File: config.mk
export PLATFORM = sky130hd
export DESIGN_NAME = core_ctrl_flat
export DESIGN_NICKNAME = d
export VERILOG_FILES = /design/src/rtl/core_ctrl_pkg.sv /design/src/rtl/core_ctrl_if.sv /design/src/rtl/core_ctrl.sv /design/src/flat_wrapper.sv
export SDC_FILE = /design/constraint.sdc
export NUM_CORES = 1
export LEC_CHECK = 0
export ABC_AREA = 0
export BUFFER_PORTS_ARGS = -buffer_cell sky130_fd_sc_hd__buf_2
export CAP_MARGIN = 30
export CORE_AREA = 2 2 107 109
export CTS_CLUSTER_DIAMETER = 60
export CTS_CLUSTER_SIZE = 20
export DETAILED_ROUTE_END_ITERATION = 6
export DIE_AREA = 0 0 109 111
export PLACE_DENSITY_LB_ADDON = 0.15
export SLEW_MARGIN = 20
export SYNTH_ARGS = -nofsm -noshare
export SYNTH_HDL_FRONTEND = slang
export SYNTH_SLANG_ARGS = --single-unit
File: constraint.sdc
create_clock -name clk -period 5.5 [get_ports clk]
set_input_delay 0 -clock clk [delete_from_list [all_inputs] [get_ports clk]]
set_output_delay 0 -clock clk [all_outputs]
set_load 0.05 [all_outputs]
File: src/rtl/core_ctrl_pkg.sv
// Shared definitions for the core control FSM: state codes, trap causes and PC helpers.
// Optional instret counter is enabled by defining BURV_INSTRET_EN.
package core_ctrl_pkg;

    typedef enum logic [1:0] {
        CTRL_FETCH = 2'd0,
        CTRL_EXEC0 = 2'd1,
        CTRL_EXEC1 = 2'd2,
        CTRL_MEM   = 2'd3
    } ctrl_state_e;

    localparam logic [3:0]  MCAUSE_ILLEGAL = 4'd2;
    localparam logic [3:0]  MCAUSE_EBREAK  = 4'd3;
    localparam logic [3:0]  MCAUSE_ECALL_M = 4'd11;

    localparam logic [31:0] NOP_INSTR = 32'h0000_0013;

    function automatic logic [31:0] insn_len(input logic compressed);
        return compressed ? 32'd2 : 32'd4;
    endfunction

    // Targets are halfword aligned; bit 1 survives so RVC destinations stay reachable.
    function automatic logic [31:0] align_half(input logic [31:0] addr);
        return addr & 32'hFFFF_FFFE;
    endfunction

endpackage

File: src/rtl/core_ctrl_if.sv
// Instruction-memory fetch port between the control FSM (master) and the memory (slave).
// Part of the core_ctrl slice; see core_ctrl.sv for the BURV_INSTRET_EN option.
interface core_ctrl_if;

    logic        instr_req;
    logic [31:0] instr_addr;
    logic        instr_rvalid;
    logic [31:0] instr_rdata;

    modport master (
        output instr_req,
        output instr_addr,
        input  instr_rvalid,
        input  instr_rdata
    );

    modport slave (
        input  instr_req,
        input  instr_addr,
        output instr_rvalid,
        output instr_rdata
    );

endinterface

File: src/rtl/core_ctrl.sv
// Multi-cycle fetch/execute/commit sequencer: owns the PC, gates side effects, raises traps.
// Define BURV_INSTRET_EN to add the 64-bit retired-instruction counter output instret_o.
module core_ctrl
    import core_ctrl_pkg::*;
#(
    parameter logic [31:0] BOOT_ADDR = 32'h0000_0000
) (
    input  logic               clk,
    input  logic               rst_n,

    core_ctrl_if.master        instr_bus,

    output logic [31:0]        instr_o,
    output logic [31:0]        pc_o,
    output logic               cycle_counter_o,

    input  logic               compressed_i,
    input  logic               jump_i,
    input  logic               branch_i,
    input  logic               lsu_req_i,
    input  logic               ecall_i,
    input  logic               ebreak_i,
    input  logic               mret_i,
    input  logic               illegal_i,
    input  logic [31:0]        alu_result_i,
    input  logic               lsu_done_i,
    input  logic [31:0]        mtvec_i,
    input  logic [31:0]        mepc_i,

    output logic               exec_en_o,
    output logic               trap_o,
    output logic [31:0]        trap_mepc_o,
    output logic [3:0]         trap_mcause_o
`ifdef BURV_INSTRET_EN
    ,
    output logic [63:0]        instret_o
`endif
);

    ctrl_state_e state_q, state_d;
    logic [31:0] pc_q, pc_d;
    logic [31:0] instr_q;
    logic [31:0] pc_seq;
    logic        exec_en;
    logic        trap;
    logic [3:0]  trap_cause;
    logic        fetch_hit;

    assign pc_seq    = pc_q + insn_len(compressed_i);
    assign fetch_hit = (state_q == CTRL_FETCH) && instr_bus.instr_rvalid;

    // NOTE: every signal assigned here gets a default first, so no path can infer a latch.
    always_comb begin
        state_d    = state_q;
        pc_d       = pc_q;
        exec_en    = 1'b0;
        trap       = 1'b0;
        trap_cause = '0;

        unique case (state_q)
            CTRL_FETCH: begin
                if (fetch_hit) begin
                    state_d = CTRL_EXEC0;
                end
            end

            CTRL_EXEC0: begin
                if (illegal_i || ecall_i || ebreak_i) begin
                    // Precise trap: side effects stay gated off for the faulting instruction.
                    trap    = 1'b1;
                    pc_d    = align_half(mtvec_i);
                    state_d = CTRL_FETCH;
                    if (illegal_i) begin
                        trap_cause = MCAUSE_ILLEGAL;
                    end else if (ecall_i) begin
                        trap_cause = MCAUSE_ECALL_M;
                    end else begin
                        trap_cause = MCAUSE_EBREAK;
                    end
                end else if (mret_i) begin
                    exec_en = 1'b1;
                    pc_d    = align_half(mepc_i);
                    state_d = CTRL_FETCH;
                end else if (jump_i) begin
                    exec_en = 1'b1;
                    state_d = CTRL_EXEC1;
                end else if (branch_i) begin
                    if (alu_result_i[0]) begin
                        state_d = CTRL_EXEC1;
                    end else begin
                        pc_d    = pc_seq;
                        state_d = CTRL_FETCH;
                    end
                end else if (lsu_req_i) begin
                    exec_en = 1'b1;
                    if (lsu_done_i) begin
                        pc_d    = pc_seq;
                        state_d = CTRL_FETCH;
                    end else begin
                        state_d = CTRL_MEM;
                    end
                end else begin
                    exec_en = 1'b1;
                    pc_d    = pc_seq;
                    state_d = CTRL_FETCH;
                end
            end

            CTRL_EXEC1: begin
                pc_d    = align_half(alu_result_i);
                state_d = CTRL_FETCH;
            end

            CTRL_MEM: begin
                exec_en = 1'b1;
                if (lsu_done_i) begin
                    pc_d    = pc_seq;
                    state_d = CTRL_FETCH;
                end
            end
        endcase
    end

    // NOTE: state registers use non-blocking assignments so all of them update together at the edge.
    always_ff @(posedge clk or negedge rst_n) begin
        if (!rst_n) begin
            state_q <= CTRL_FETCH;
            pc_q    <= BOOT_ADDR;
            instr_q <= NOP_INSTR;
        end else begin
            state_q <= state_d;
            pc_q    <= pc_d;
            if (fetch_hit) begin
                instr_q <= instr_bus.instr_rdata;
            end
        end
    end

`ifdef BURV_INSTRET_EN
    logic [63:0] instret_q;
    logic        retire;

    // An instruction retires when an execute state hands back to FETCH without trapping.
    assign retire = (state_q != CTRL_FETCH) && (state_d == CTRL_FETCH) && !trap;

    always_ff @(posedge clk or negedge rst_n) begin
        if (!rst_n) begin
            instret_q <= '0;
        end else if (retire) begin
            instret_q <= instret_q + 64'd1;
        end
    end

    assign instret_o = instret_q;
`endif

    assign instr_bus.instr_req  = (state_q == CTRL_FETCH);
    assign instr_bus.instr_addr = pc_q;

    assign instr_o         = instr_q;
    assign pc_o            = pc_q;
    assign cycle_counter_o = (state_q == CTRL_EXEC1);
    assign exec_en_o       = exec_en;
    assign trap_o          = trap;
    assign trap_mepc_o     = trap ? pc_q : '0;
    assign trap_mcause_o   = trap_cause;

endmodule

File: src/flat_wrapper.sv
// flat-port wrapper written by rule: the top's interface ports become plain ports
module core_ctrl_flat import core_ctrl_pkg::*;
#(
    parameter logic [31:0] BOOT_ADDR = 32'h0000_0000
)
  (clk, rst_n, instr_o, pc_o, cycle_counter_o, compressed_i, jump_i, branch_i, lsu_req_i, ecall_i, ebreak_i, mret_i, illegal_i, alu_result_i, lsu_done_i, mtvec_i, mepc_i, exec_en_o, trap_o, trap_mepc_o, trap_mcause_o, instr_bus_instr_req, instr_bus_instr_addr, instr_bus_instr_rvalid, instr_bus_instr_rdata);
  core_ctrl_if instr_bus_i ();
  input  logic clk;
  input  logic rst_n;
  output logic [31:0] instr_o;
  output logic [31:0] pc_o;
  output logic cycle_counter_o;
  input  logic compressed_i;
  input  logic jump_i;
  input  logic branch_i;
  input  logic lsu_req_i;
  input  logic ecall_i;
  input  logic ebreak_i;
  input  logic mret_i;
  input  logic illegal_i;
  input  logic [31:0] alu_result_i;
  input  logic lsu_done_i;
  input  logic [31:0] mtvec_i;
  input  logic [31:0] mepc_i;
  output logic exec_en_o;
  output logic trap_o;
  output logic [31:0] trap_mepc_o;
  output logic [3:0] trap_mcause_o;
  output wire logic [$bits(instr_bus_i.instr_req)-1:0] instr_bus_instr_req;
  output wire logic [$bits(instr_bus_i.instr_addr)-1:0] instr_bus_instr_addr;
  input wire logic [$bits(instr_bus_i.instr_rvalid)-1:0] instr_bus_instr_rvalid;
  input wire logic [$bits(instr_bus_i.instr_rdata)-1:0] instr_bus_instr_rdata;
  assign instr_bus_instr_req = instr_bus_i.instr_req;
  assign instr_bus_instr_addr = instr_bus_i.instr_addr;
  assign instr_bus_i.instr_rvalid = instr_bus_instr_rvalid;
  assign instr_bus_i.instr_rdata = instr_bus_instr_rdata;
  core_ctrl #(.BOOT_ADDR(BOOT_ADDR)) u_core (.clk(clk), .rst_n(rst_n), .instr_bus(instr_bus_i), .instr_o(instr_o), .pc_o(pc_o), .cycle_counter_o(cycle_counter_o), .compressed_i(compressed_i), .jump_i(jump_i), .branch_i(branch_i), .lsu_req_i(lsu_req_i), .ecall_i(ecall_i), .ebreak_i(ebreak_i), .mret_i(mret_i), .illegal_i(illegal_i), .alu_result_i(alu_result_i), .lsu_done_i(lsu_done_i), .mtvec_i(mtvec_i), .mepc_i(mepc_i), .exec_en_o(exec_en_o), .trap_o(trap_o), .trap_mepc_o(trap_mepc_o), .trap_mcause_o(trap_mcause_o));
endmodule
# Yosys cells after proc, flatten, opt, wreduce, memory -nomap -nowiden
# Index checks and enable logic that the tools add are counted.
[word_totals]
reg_bits = 66
out_inout_bits = 136
[classes]
add_sub_neg = 1
n_eq_ne = 7
mux = 31
n_reduce_logical = 7
[op_table]
columns = ["operator", "count"]
rows = [
  ["$mux W32", 8],
  ["$pmux W32 S3", 1],
  ["$add A32 B32 Y32", 1],
  ["$mux W2", 9],
  ["$mux W4", 4],
  ["$pmux W2 S4", 1],
  ["$mux W1", 6],
  ["$ne A5 B4 Y1 const B", 1],
  ["$eq A2 B2 Y1 const B", 2],
  ["$ne A4 B3 Y1 const B", 1],
  ["$mux W3", 1],
  ["$reduce_and A3 Y1", 1],
  ["$reduce_bool A3 Y1", 1],
  ["$eq A2 B1 Y1 const B", 1],
  ["$logic_not A2 Y1", 1],
  ["$logic_or A1 B1 Y1", 2],
  ["$ne A2 B1 Y1 const B", 1],
  ["$ne A2 B2 Y1 const B", 1],
  ["$pmux W1 S2", 1],
  ["$reduce_and A2 Y1", 1],
  ["$logic_and A1 B1 Y1", 1],
]

# Depth between registers and ports, before layout
# Gate-level depths: netlist of the first run.
[logic_depth]
word_depth = 9
mapped_depth = 9

# Least setup slack after synthesis of the first run
# OpenSTA, ideal clock, no wires.
[synth_timing]
path_type = "flip-flop to flip-flop"
start = "reg u_core.pc_q[1], in the netlist u_core.instr_bus.instr_addr[1]"
end = "reg u_core.pc_q[21], in the netlist u_core.instr_bus.instr_addr[21]"
setup_time_ps = 141
t_arrival_ps = 2833
slack_ps = 2526
stages_incl_launch_ff = 9
path_buffers = 0
synth_period_minus_slack_ps = 2974
cell_sequence = "dfrtp_1 ha_1 fa_1 nand3_1 nor4_1 nand2_1 xnor2_1 a2111oi_0 a211oi_1"
[synth_between]
elab_chain_len = 8
word_cells_on_any_way = 9
classes_between = "add/sub (1); mux (8)"
[synth_rtl]
columns = ["element", "line_no", "rtl"]
rows = [
  ["start, declared", "core_ctrl.sv:41", "logic [31:0] pc_q, pc_d;"],
  ["start signal, assigned", "core_ctrl.sv:132", "pc_q <= pc_d;"],
  ["$add A32 B32 Y32 *", "core_ctrl.sv:49", "assign pc_seq = pc_q + insn_len(compressed_i);"],
  ["$mux W32", "core_ctrl.sv:96, core_ctrl.sv:116", ""],
  ["$mux W32", "core_ctrl.sv:94", "end else if (lsu_req_i) begin"],
  ["$mux W32", "core_ctrl.sv:87", "end else if (branch_i) begin"],
  ["$mux W32", "core_ctrl.sv:84", "end else if (jump_i) begin"],
  ["$mux W32", "core_ctrl.sv:80", "end else if (mret_i) begin"],
  ["$mux W32", "core_ctrl.sv:68", "if (illegal_i || ecall_i || ebreak_i) begin"],
  ["$pmux W32 S3 *", "core_ctrl.sv:60", "unique case (state_q)"],
]
# Every way passes the cells marked *; elsewhere a longest branch is shown, timed or not. The select of a mux whose other input is x is not followed.
# A chain may end at the register's enable or synchronous reset.

# Final worst setup path of the first run
[layout_timing]
start = "reg u_core.state_q[1]"
end = "reg u_core.pc_q[10], in the netlist u_core.instr_bus.instr_addr[10]"
[layout_between]
elab_chain_len = 3
word_cells_on_any_way = 8
classes_between = "eq/ne (5); mux (1); reduce/logical (2)"
[layout_rtl]
columns = ["element", "line_no", "rtl"]
rows = [
  ["start, declared", "core_ctrl.sv:40", "ctrl_state_e state_q, state_d;"],
  ["start signal, assigned", "core_ctrl.sv:131", "state_q <= state_d;"],
  ["$eq A2 B1 Y1 or $eq A2 B2 Y1 (tied branches)", "core_ctrl.sv:60", ""],
  ["$ne A5 B4 Y1 (no line), or another cell as far along", "-", ""],
  ["$reduce_and A3 Y1 (no line)", "-", ""],
]
# Parallel ways exist; a longest one is shown, timed or not.

==> flow_metrics.env, run 1 <==
export IMPL_gp_congestion=0.976
export IMPL_grt_max_degree=66
export IMPL_synth_edf_count=0
export IMPL_grt_remaining_overflow=0
export IMPL_wl_met1_mm=8.33
export IMPL_power_w=0.00248
export IMPL_final_layout_size_suffix_gt1_share_pct=35.8
export IMPL_wire_per_inst_microns=19.5
export IMPL_grt_pass1_vias=6207
export IMPL_preCtsSetupSlack_ns=2.40
export IMPL_cts_tree="built"
export IMPL_clock_path_buffers=2
export IMPL_relSlewSlack_pct=36.7
export IMPL_critPathCaptureType="flip-flop"
export IMPL_tns_ns=0
export IMPL_synthFlopType="dfrtp_1"
export IMPL_die_area_sq_um=12100
export IMPL_synth_cell_types=60
export IMPL_status="complete, no violations"
export IMPL_final_antenna_net_count=0
export IMPL_min_period_ns=3.71
export IMPL_hold_class="in -> reg"
export IMPL_port_buffers=269
export IMPL_vias=6627
export IMPL_num_antenna_cells=0
export IMPL_yosysWarningCount=0
export IMPL_maxSlewViolCount=0
export IMPL_required_ns=5.72
export IMPL_skew_ns=0.0116
export IMPL_path_clk_slew_ns=0.07
export IMPL_final_util_pct=66.6
export IMPL_seq_area_frac_synth_pct=29.9
export IMPL_clock_latency_ns=0.35
export IMPL_cts_root_buffer="clkbuf_16"
export IMPL_dp_hpwl_mm=14.4
export IMPL_fin_ws_ns=1.79
export IMPL_worst_pin_slew_ns=0.946
export IMPL_ir_drop_v=0.000219
export IMPL_clock_sinks=65
export IMPL_critPathKind="reg -> reg"
export IMPL_cts_resized=0
export IMPL_yosys_register_bits=65
export IMPL_ios=276
export IMPL_met2RoutedLength_mm=10.1
export IMPL_critPathLaunchType="flip-flop"
export IMPL_grt_pass1_wl_mm=32.5
export IMPL_synth_cells=696
export IMPL_top_layer_used="met4"
export IMPL_drt_pre_antenna_iters=6
export IMPL_core_area_sq_um=11100
export IMPL_syn_to_final_growth_pct=35.2
export IMPL_worstPathArrival_ns=3.92
export IMPL_pwr_density_cell_nw_per_um2=335
export IMPL_antenna_found_initial=0
export IMPL_ctsHtreeMaxLevel=3
export IMPL_cellLeakagePower_nw=3.43
export IMPL_postCtsSetupBuffers=0
export IMPL_wl_met3_mm=2.25
export IMPL_first_iter_violations=793
export IMPL_crit_fanout=26
export IMPL_rsz0062_at_grt="no"
export IMPL_nets=1084
export IMPL_period_share_pct=67.4
export IMPL_routed_wl_mm=21.2
export IMPL_netlist_area_sq_um=5460
export IMPL_finalHoldViolations=0
export IMPL_max_clock_freq_mhz=270
export IMPL_grt_usage_pct=34.5
export IMPL_cts_inserted_buffers=9
export IMPL_viasPerCell=6.09
export IMPL_drcViolationCount=0
export IMPL_avgSynthCellArea_sq_um=7.84
export IMPL_die_h_microns=111
export IMPL_async_reset_ff_share_pct=100
export IMPL_start_util_pct=49.3
export IMPL_chipWidth_microns=109
export IMPL_final_setup_viol_count=0
export IMPL_rows=39
export IMPL_drv_cap=0
==> cell usage in the layout, fill, tap and decap left out, drive strengths merged, types with 23 or more instances in the layout <==
| cell type | n |
|---|---|
| buf | 280 |
| o21ai | 48 |
| nor3 | 23 |
| nand2 | 66 |
| nor2 | 44 |
| dfrtp | 62 |
| a21oi | 43 |
| dlygate4sd3 | 54 |
| nand3 | 27 |
| mux2 | 32 |
| and3 | 39 |
==> synthesized netlist by cell type (all sizes together), types with 5 or more instances <==
cell / n / area (sq um)
mux2: 32 / 360
or3: 8 / 50.1
dfrtp: 62 / 1550
inv: 5 / 18.8
nor2: 44 / 165
a21oi: 43 / 215
buf: 45 / 314
a21o: 8 / 60.1
xnor2: 15 / 131
nand3: 27 / 135
and4: 5 / 43.8
or4: 6 / 45.0
a31oi: 15 / 93.8
nand4: 20 / 125
a211o: 5 / 43.8
a211oi: 5 / 37.5
and3: 39 / 244
o21ai: 48 / 240
nand2b: 6 / 37.5
a221oi: 7 / 61.3
o211ai: 18 / 135
clkbuf: 58 / 219
nor3: 23 / 115
nand2: 66 / 248
xor2: 13 / 114
nor4: 9 / 62.6
==> routing by layer <==
metal,up-vias,global-route usage [%]
met4,0,11.5
met2,437,57.6
met5,-,0
met3,46,6.58
met1,3139,44.4
li1,3005,-
==> kinds of logic (layout without fill, tap and decap cells) <==
family                     after synthesis  count (layout)  share of synthesized area, %
and+or+nand+nor                        274             274                          26.2
adders and majority gates                3               3                         0.825
other                                    1               4                        0.0687
DFF                                     65              65                          29.9
AOI/OAI and AO/OA                      181             181                          21.1
buffers and inverters                  108             355                          10.1
muxes                                   36              36                          7.34
xor gates and xnor gates                28              28                          4.49
==> power by group <==
| part | internal [W] | leakage, nW | switching, W |
|---|---|---|---|
| Clock | 0.000308 | 0.128 | 0.000240 |
| Combinational | 0.000331 | 2.54 | 0.000861 |
| Sequential | 0.000565 | 0.764 | 0.000170 |
==> per-stage QoR <==
step                      std cells  area [sq um]  hold slack (ns)
after floorplan                 699          5470           -0.296
after global routing           1089          7380           0.0194
after global placement         1019          6560            0.216
after detailed placement       1019          6560            0.218
final                          1089          7380          0.00919
after CTS                      1089          7380          0.00153
==> worst max-delay path, cell delays in order, from the launching register on <==
cell	delay, ns
dfrtp_1	0.82
buf_4	0.42
nand2b_1	0.52
nor2_1	0.26
a222oi_1	0.31
dlygate4sd3_1	0.59
o211ai_1	0.08
dlygate4sd3_1	0.56
==> what timing repair did <==
item | in CTS | in global routing
hold buffers | 54 | 0
endpoints found under the setup margin | 0 | 0
endpoints found under the hold margin | 109 | 0
==> registers in the layout, indices dropped and copies added (netlist names) <==
register	cells
u_core.instr_o	32
u_core.state_q	2
u_core.instr_bus.instr_addr	31
==> worst paths after layout <==
path	startpoint	endpoint	slack (ns)	cells after the start
max	u_core.state_q[1]	u_core.instr_bus.instr_addr[10]	1.79	7
max reg2reg	u_core.state_q[1]	u_core.instr_bus.instr_addr[10]	1.79	7
min reg2reg	u_core.instr_o[6]	u_core.instr_o[6]	0.50	1
max in group asynchronous	rst_n	u_core.instr_o[16]	4.53	3
min	instr_bus_instr_rvalid	u_core.state_q[0]	0.009	3
min in group asynchronous	rst_n	u_core.instr_bus.instr_addr[2]	0.37	3
==> final cells by class <==
cell class,instances,area (sq um)
clock buffer,9,225
inverter,5,18.8
sequential,65,1630
fill,960,3700
tap,143,179
clock inverter,7,53.8
timing repair buffer,334,1970
multi-input combinational,526,3300
Power figures use the tool's default switching activity.
==> inputs of run 2 (changes only) <==
--- a/config.mk
+++ b/config.mk
@@ -8,11 +8,10 @@
 export ABC_AREA = 0
 export BUFFER_PORTS_ARGS = -buffer_cell sky130_fd_sc_hd__buf_2
 export CAP_MARGIN = 30
-export CORE_AREA = 2 2 107 109
+export CORE_UTILIZATION = 47
 export CTS_CLUSTER_DIAMETER = 60
 export CTS_CLUSTER_SIZE = 20
 export DETAILED_ROUTE_END_ITERATION = 6
-export DIE_AREA = 0 0 109 111
 export PLACE_DENSITY_LB_ADDON = 0.15
 export SLEW_MARGIN = 20
 export SYNTH_ARGS = -nofsm -noshare
==> constraint.sdc (replaced) <==
create_clock -name clk -period 3.75 [get_ports clk]
set_input_delay 0 -clock clk [delete_from_list [all_inputs] [get_ports clk]]
set_output_delay 0 -clock clk [all_outputs]
set_load 0.05 [all_outputs]
==> flow_metrics.env, run 2 (synthesis results as in run 1) <==
export IMPL_place_area_sq_um=6630
export IMPL_fillCellCount=935
export IMPL_crit_fanout=22
export IMPL_relSlewSlack_pct=35.5
export IMPL_final_layout_size_suffix_gt1_share_pct=36.6
export IMPL_critPathCaptureType="flip-flop"
export IMPL_slowest_stage="dfrtp_1"
export IMPL_max_clock_freq_mhz=292
export IMPL_ir_drop_v=0.000453
export IMPL_pwr_share_seq_pct=28.2
export IMPL_port_buffers=269
export IMPL_skew_ns=0.0130
export IMPL_seqCellArea_sq_um=1630
export IMPL_core_area_sq_um=11100
export IMPL_routed_wl_mm=22.7
export IMPL_multiInputGateArea_sq_um=3300
export IMPL_tns_ns=0
export IMPL_critPathLaunchType="flip-flop"
export IMPL_viasPerCell=6.12
export IMPL_grt_usage_pct=37.7
export IMPL_p_clk_share_pct=24.7
export IMPL_rows=38
export IMPL_clock_path_buffers=2
export IMPL_largest_reg_flops=32
export IMPL_clock_latency_ns=0.34
export IMPL_ios=276
export IMPL_antenna_found_initial=0
export IMPL_grt_max_degree=56
export IMPL_p_int_w=0.00191
export IMPL_holdWs_ns=-0.00130
export IMPL_path_clk_slew_ns=0.07
export IMPL_final_antenna_net_count=0
export IMPL_min_period_ns=3.42
export IMPL_p_switching_w=0.00188
export IMPL_start_util_pct=49.3
export IMPL_chipWidth_microns=110
export IMPL_crit_chain="nand2b_1 -> nor2_1 -> a221oi_1 -> dlygate4sd3_1 -> nand3_1 -> dlygate4sd3_1"
export IMPL_final_setup_viol_count=0
export IMPL_cts_inserted_buffers=9
export IMPL_cellLeakagePower_nw=3.50
export IMPL_drt_pre_antenna_iters=5
export IMPL_grt_remaining_overflow=0
export IMPL_cpMostUsedCell="dlygate4sd3_1"
export IMPL_mostFrequentLayoutCell="buf_2"
export IMPL_required_ns=3.97
export IMPL_combPwrFrac_pct=47.2
export IMPL_grt_pass1_vias=6356
export IMPL_maxSlewViolCount=0
export IMPL_gp_congestion=0.952
export IMPL_finalHoldViolations=1
export IMPL_first_iter_violations=751
export IMPL_rsz0062_at_grt="no"
export IMPL_period_share_pct=91.3
export IMPL_dp_hpwl_mm=15.5
export IMPL_pwr_density_cell_nw_per_um2=508
export IMPL_wire_per_inst_microns=20.8
export IMPL_violations="negative hold slack"
export IMPL_worst_pin_slew_ns=0.967
export IMPL_die_area_sq_um=12000
export IMPL_vias=6688
export IMPL_drcViolationCount=0
export IMPL_die_h_microns=110
export IMPL_final_cell_mix="269 x buf_2, 66 x nand2_1, 62 x dfrtp_1, 50 x dlygate4sd3_1, 48 x o21ai_0"
export IMPL_stdcell_count=1093
export IMPL_dp_cells=1027
export IMPL_grt_pass1_wl_mm=34.0
export IMPL_swShare_pct=49.7
export IMPL_syn_to_final_growth_pct=36.6
export IMPL_status="finished, violations left"
export IMPL_ctsHtreeMaxLevel=3
export IMPL_nets=1091
export IMPL_drv_cap=0
export IMPL_num_antenna_cells=0
export IMPL_cts_tree="built"
export IMPL_postCtsSetupBuffers=0
export IMPL_critPathKind="reg -> reg"
export IMPL_design_area_sq_um=7460
export IMPL_max_stage_delay_ns=0.82
export IMPL_cts_root_buffer="clkbuf_16"
export IMPL_hold_class="in -> reg"
export IMPL_worstPathArrival_ns=3.64
export IMPL_clock_sinks=65
[run 2: per-stage QoR]
stage	worst slack (ns)	util, %	hold WS [ns]	power, W
after floorplan	0.776	-	-0.296	0.00240
after global placement	0.894	59.9	0.0689	0.00277
after detailed placement	0.840	59.9	0.0940	0.00279
after CTS	0.522	67.3	0.000720	0.00377
after global routing	0.271	67.3	0.0220	0.00394
final	0.328	67.3	-0.00130	0.00379
[run 2: path summary, 6_finish.rpt]
check	cells past startpoint	start	endpoint	slack, ns
setup / recovery	6	u_core.state_q[1]	u_core.instr_bus.instr_addr[9]	0.33
hold / removal	3	mtvec_i[4]	u_core.instr_bus.instr_addr[4]	-0.001
setup reg to reg	6	u_core.state_q[1]	u_core.instr_bus.instr_addr[9]	0.33
hold reg to reg	1	u_core.instr_o[16]	u_core.instr_o[16]	0.50
max in group asynchronous	3	rst_n	u_core.instr_bus.instr_addr[30]	2.46
min in group asynchronous	2	rst_n	u_core.instr_o[16]	0.29
[run 2: per-layer routing]
layer / GRT usage [%] / wire length [microns]
met1: 48.3 / 8990
met2: 62.6 / 10800
met3: 6.70 / 2300
met4: 15.4 / 637
met5: 0 / 0
[run 2: power by group through the flow]
stage / Sequential, W / Clock, W / Combinational, W
after CTS: 0.00106 / 0.000940 / 0.00177
after global placement: 0.00106 / 0 / 0.00171
after floorplan: 0.00140 / 0 / 0.00101
after global routing: 0.00109 / 0.000968 / 0.00188
final: 0.00107 / 0.000935 / 0.00179
after detailed placement: 0.00107 / 0 / 0.00172
[run 2: final cells by class]
type,count,share of cell area [%]
clock buffer,9,3.02
clock inverter,7,1.34
inverter,5,0.252
multi-input combinational,526,44.2
sequential,65,21.9
tap,140,2.35
timing repair buffer,341,27.0
[run 2: repair_timing]
item | in CTS | in global routing
gates resized for setup | 0 | 0
endpoints found under the hold margin | 73 | 0
setup endpoints to repair | 0 | 0
hold buffers | 50 | 0
[run 2: critical path, delay by kind of cell, from the launching register on]
kind | cells | cell delay, ns
and+or+nand+nor | 3 | 0.96
buffers and inverters | 2 | 1.20
DFF | 1 | 0.82
AOI/OAI and AO/OA | 1 | 0.32
